File: config.mk
export PLATFORM = sky130hd
export DESIGN_NAME = tdm_demux_4
export DESIGN_NICKNAME = d
export VERILOG_FILES = /design/src/rtl/tdm_demux_4.sv
export SDC_FILE = /design/constraint.sdc
export NUM_CORES = 1
export LEC_CHECK = 0
export ABC_AREA = 0
export BUFFER_PORTS_ARGS = -buffer_cell sky130_fd_sc_hd__buf_4
export CAP_MARGIN = 15
export CORE_MARGIN = 5
export CORE_UTILIZATION = 40
export DETAILED_ROUTE_END_ITERATION = 10
export REMOVE_ABC_BUFFERS = 1
export SYNTH_ARGS = -nofsm -noshare
export SYNTH_HDL_FRONTEND = slang
export SYNTH_SLANG_ARGS = --single-unit
File: constraint.sdc
create_clock -name clk -period 3.7 [get_ports clk]
set_clock_uncertainty 0.1 [all_clocks]
set_input_delay 0 -clock clk [delete_from_list [all_inputs] [get_ports clk]]
set_output_delay 0 -clock clk [all_outputs]
set_load 0.01 [all_outputs]
File: src/rtl/tdm_demux_4.sv
// tdm_demux_4 -- receive side of a 4-slot TDM link.
//
// Recovers slot position from a sync flag carried on slot 0. Slots 0..2 are
// held privately and published together with slot 3, so d0..d3 always come
// from a single complete frame.
//
// Ports:
//   clk         system clock, rising edge
//   reset_n     asynchronous active-low reset
//   en          slot strobe; din/sync are sampled only when en=1
//   sync        frame marker, asserted with the slot-0 sample
//   din         current slot sample (W bits)
//   d0..d3      channel samples of the last complete frame
//   frame_valid one-cycle pulse, d0..d3 were just updated
//   locked      high while aligned to the frame
//   sel         slot index expected on the next en sample
//   sync_err    one-cycle pulse on a framing violation
module tdm_demux_4 #(
    parameter int W = 1
) (
    input  logic         clk,
    input  logic         reset_n,
    input  logic         en,
    input  logic         sync,
    input  logic [W-1:0] din,
    output logic [W-1:0] d0,
    output logic [W-1:0] d1,
    output logic [W-1:0] d2,
    output logic [W-1:0] d3,
    output logic         frame_valid,
    output logic         locked,
    output logic [1:0]   sel,
    output logic         sync_err
);

    typedef enum logic {HUNT = 1'b0, LOCKED = 1'b1} state_t;

    state_t              state_q, state_d;
    logic [1:0]          sel_q, sel_d;
    logic [2:0][W-1:0]   h_q, h_d;      // slots 0..2 of the frame in progress
    logic [3:0][W-1:0]   d_q, d_d;      // published frame
    logic                frame_valid_q, frame_valid_d;
    logic                sync_err_q, sync_err_d;

    always_comb begin
        state_d       = state_q;
        sel_d         = sel_q;
        h_d           = h_q;
        d_d           = d_q;
        // Both flags are single-cycle pulses; they only rise on an en sample.
        frame_valid_d = 1'b0;
        sync_err_d    = 1'b0;

        if (en) begin
            if (state_q == HUNT) begin
                if (sync) begin
                    h_d[0]  = din;
                    sel_d   = 2'd1;
                    state_d = LOCKED;
                end
            end else if (sync) begin
                // A sync anywhere but slot 0 means we lost alignment: drop the
                // partial frame and restart on this sample.
                sync_err_d = (sel_q != 2'd0);
                h_d[0]     = din;
                sel_d      = 2'd1;
            end else begin
                unique case (sel_q)
                    2'd0: begin
                        // Missing sync: give up lock, keep published frame.
                        sync_err_d = 1'b1;
                        state_d    = HUNT;
                        sel_d      = 2'd0;
                    end
                    2'd1: begin
                        h_d[1] = din;
                        sel_d  = 2'd2;
                    end
                    2'd2: begin
                        h_d[2] = din;
                        sel_d  = 2'd3;
                    end
                    2'd3: begin
                        d_d           = {din, h_q[2], h_q[1], h_q[0]};
                        frame_valid_d = 1'b1;
                        sel_d         = 2'd0;
                    end
                    default: ;
                endcase
            end
        end
    end

    always_ff @(posedge clk or negedge reset_n) begin
        if (!reset_n) begin
            state_q       <= HUNT;
            sel_q         <= 2'd0;
            h_q           <= '0;
            d_q           <= '0;
            frame_valid_q <= 1'b0;
            sync_err_q    <= 1'b0;
        end else begin
            state_q       <= state_d;
            sel_q         <= sel_d;
            h_q           <= h_d;
            d_q           <= d_d;
            frame_valid_q <= frame_valid_d;
            sync_err_q    <= sync_err_d;
        end
    end

    assign d0          = d_q[0];
    assign d1          = d_q[1];
    assign d2          = d_q[2];
    assign d3          = d_q[3];
    assign frame_valid = frame_valid_q;
    assign sync_err    = sync_err_q;
    assign locked      = (state_q == LOCKED);
    assign sel         = sel_q;

endmodule

==> flow_metrics.tcl <==
set metrics [dict create \
    cts_root_buffer "clkbuf_4" \
    r2r_cells 4 \
    viasPerCell 4.96 \
    htreeDepth 1 \
    synth-seq-cells 12 \
    fin_crit_ps 1420 \
    synth_top_area_share_pct 49.1 \
    grt_max_degree 13 \
    cts_buffers 3 \
    grt-ovfl-total 0 \
    p_leak_nw 0.386 \
    io-pin-count 14 \
    crit_cells 4 \
    grt_pass1_wl_mm 1.86 \
    wl_mm 1.07 \
    largest_register "h_q" \
    path_buf_inv 1 \
    min_path_type "input port to asynchronous set/reset pin" \
    area_growth_pct 24.5 \
    fmax_mhz 703 \
    vdd_ir_drop_max_mv 0.290 \
    grt_pass1_vias 396 \
    avgRoutedWirePerCell_um 13.3 \
    final_cells 80 \
    cp.arrival_ps 1470 \
    synth_area_leaders "dfrtp_1, mux2_2, ha_1, nand4b_4, buf_6" \
    slowest_stage "dfrtp_1" \
    globalplace.congestion 0.689 \
    cellPowerDensity_nw_per_um2 628 \
    crit_type "flip-flop to flip-flop" \
    fin_nets 77 \
    avgSynthCellArea_um2 13.0 \
    clock_sinks 12 \
    fin_crit_sh_pct 38.5 \
    antenna_found_initial 0 \
    rsz0062_at_grt "no" \
    cpLargestDelayFamily "flip-flops" \
    seq_area_frac_synth_pct 49.1 \
    die-area_um2 2410 \
    cts_max_path_buffers 2 \
    critPathRequiredTime_ps 3750 \
    ant_nets 0 \
    clk_latency_ps 260 \
    grt_usage_pct 10.1 \
    drt_first_iter_violations 8 \
    max_stage_delay_ps 450 \
    rows 14 \
    synth_top_cell_by_area "dfrtp_1" \
    firstDrtPassIters 4 \
    tns_ps 0 \
    maxSlewViolCount 0 \
    dieHeight_um 49.1 \
    initial_utilization_pct 41.6 \
    yosysUniqueCellTypes 17 \
    largest_register_ffs 3 \
    slew_headroom_pct 73.4 \
    startpoint_type "flip-flop" \
    drv_cap 0 \
    place_inst 73 \
    cp-end-kind "flip-flop" \
    dp_hpwl_um 738 \
    vias 397 \
    diodes 0 \
    drc 0 \
    core_area_um2 1470 \
    synthCells 47 \
    yosysWarnings 0 \
    outcome "finished, final reports clean" \
    layout_setup_ws_ps 2280 \
    place.port_buffers 13 \
    hold_viol 0 \
    placed_cell_area_um2 699 \
    setup_viol 0 \
    crit_chain "inv_1 > ha_1 > nand4b_1 > mux2_2" \
    worstMarginPinSlew_ps 399 \
    hold_slack_ps 15.1 \
    die_x_um 49.1 \
    cts_tree "yes" \
    clk_pin_slew_ps 70 \
    syn-cell-area_um2 612 \
    place_ws_ps 2280 \
    fin_area_um2 762 \
    cp_max_fo 6 \
    drive_gt1_share_pct 39.1 \
]
## cells in the final DEF (no fill, tap or decap)
cell and n:
nand4b_4 1, o221ai_1 1, ha_1 6, or3b_1 1
dlygate4sd3_1 4, dfrtp_1 12, nor2_1 2, inv_1 4
nand4b_1 2, a31oi_1 1, mux2_2 7, a21oi_1 1
buf_4 13, nor3_1 2, nand2_1 2, clkbuf_4 3
and4bb_2 1, nand3_1 1
## report_power, final
group	leakage (nW)	internal (mW)	switching, mW
clock network	0.0138	0.0375	0.0387
logic	0.225	0.103	0.0746
registers	0.147	0.181	0.0441
## per-stage QoR
step / util (%) / power, mW
finish: 51.8 / 0.479
global route: 51.8 / 0.519
CTS: 51.8 / 0.488
detailed placement: 47.5 / 0.406
global placement: 47.5 / 0.404
floorplan: - / 0.316
## synth_stat cells (all sizes together)
cell and n:
nand3 1, inv 4, dfrtp 12, nor3 2, o221ai 1, buf 3, nand2 2, mux2 7
nand4b 3, and4bb 1, ha 6, or3b 1, nor2 2, a21oi 1, a31oi 1
## layout make-up
| type | instances | area [um^2] |
|---|---|---|
| Inverter | 4 | 15.0 |
| Tap cell | 16 | 20.0 |
| Multi-Input combinational cell | 28 | 267 |
| Timing Repair Buffer | 17 | 138 |
| Fill cell | 142 | 709 |
| Sequential cell | 12 | 300 |
| Clock buffer | 3 | 22.5 |
## worst register-to-register path, cell delays in order (launching register included)
cell and delay [ps]:
dfrtp_1 450, inv_1 120, ha_1 210, nand4b_1 100
mux2_2 340
## routing by layer
metal	wire [um]	GRT usage (%)	up-vias
met1	509	12.7	188
met4	0	5.38	0
met2	480	13.9	12
li1	-	-	197
met3	76	4.89	0
met5	0	0	-
## worst paths after layout
check,start,to,slack (ps)
max in group asynchronous,reset_n,h_q[2]$_DFFE_PN0P_,3330
hold reg to reg,h_q[0]$_DFFE_PN0P_,d0$_DFFE_PN0P_,400
hold / removal,reset_n,h_q[0]$_DFFE_PN0P_,20
setup / recovery,sel[0]$_DFFE_PN0P_,h_q[2]$_DFFE_PN0P_,2280
min in group clk,h_q[0]$_DFFE_PN0P_,d0$_DFFE_PN0P_,400
setup reg to reg,sel[0]$_DFFE_PN0P_,h_q[2]$_DFFE_PN0P_,2280
## cells by family (layout without fill, tap and decap cells)
logic type	Yosys count	in the layout	synth area share (%)
mux	7	7	12.9
simple gates	12	12	15.1
fa+ha+maj	6	6	12.3
buf+inv	7	24	7.36
compound gates	3	3	3.27
flops	12	12	49.1
## what timing repair did
item	CTS	global route
hold endpoints to repair	21	0
buffers inserted	0	0
hold buffers	4	0
resized for setup	0	0
Power figures use the tool's default switching activity.
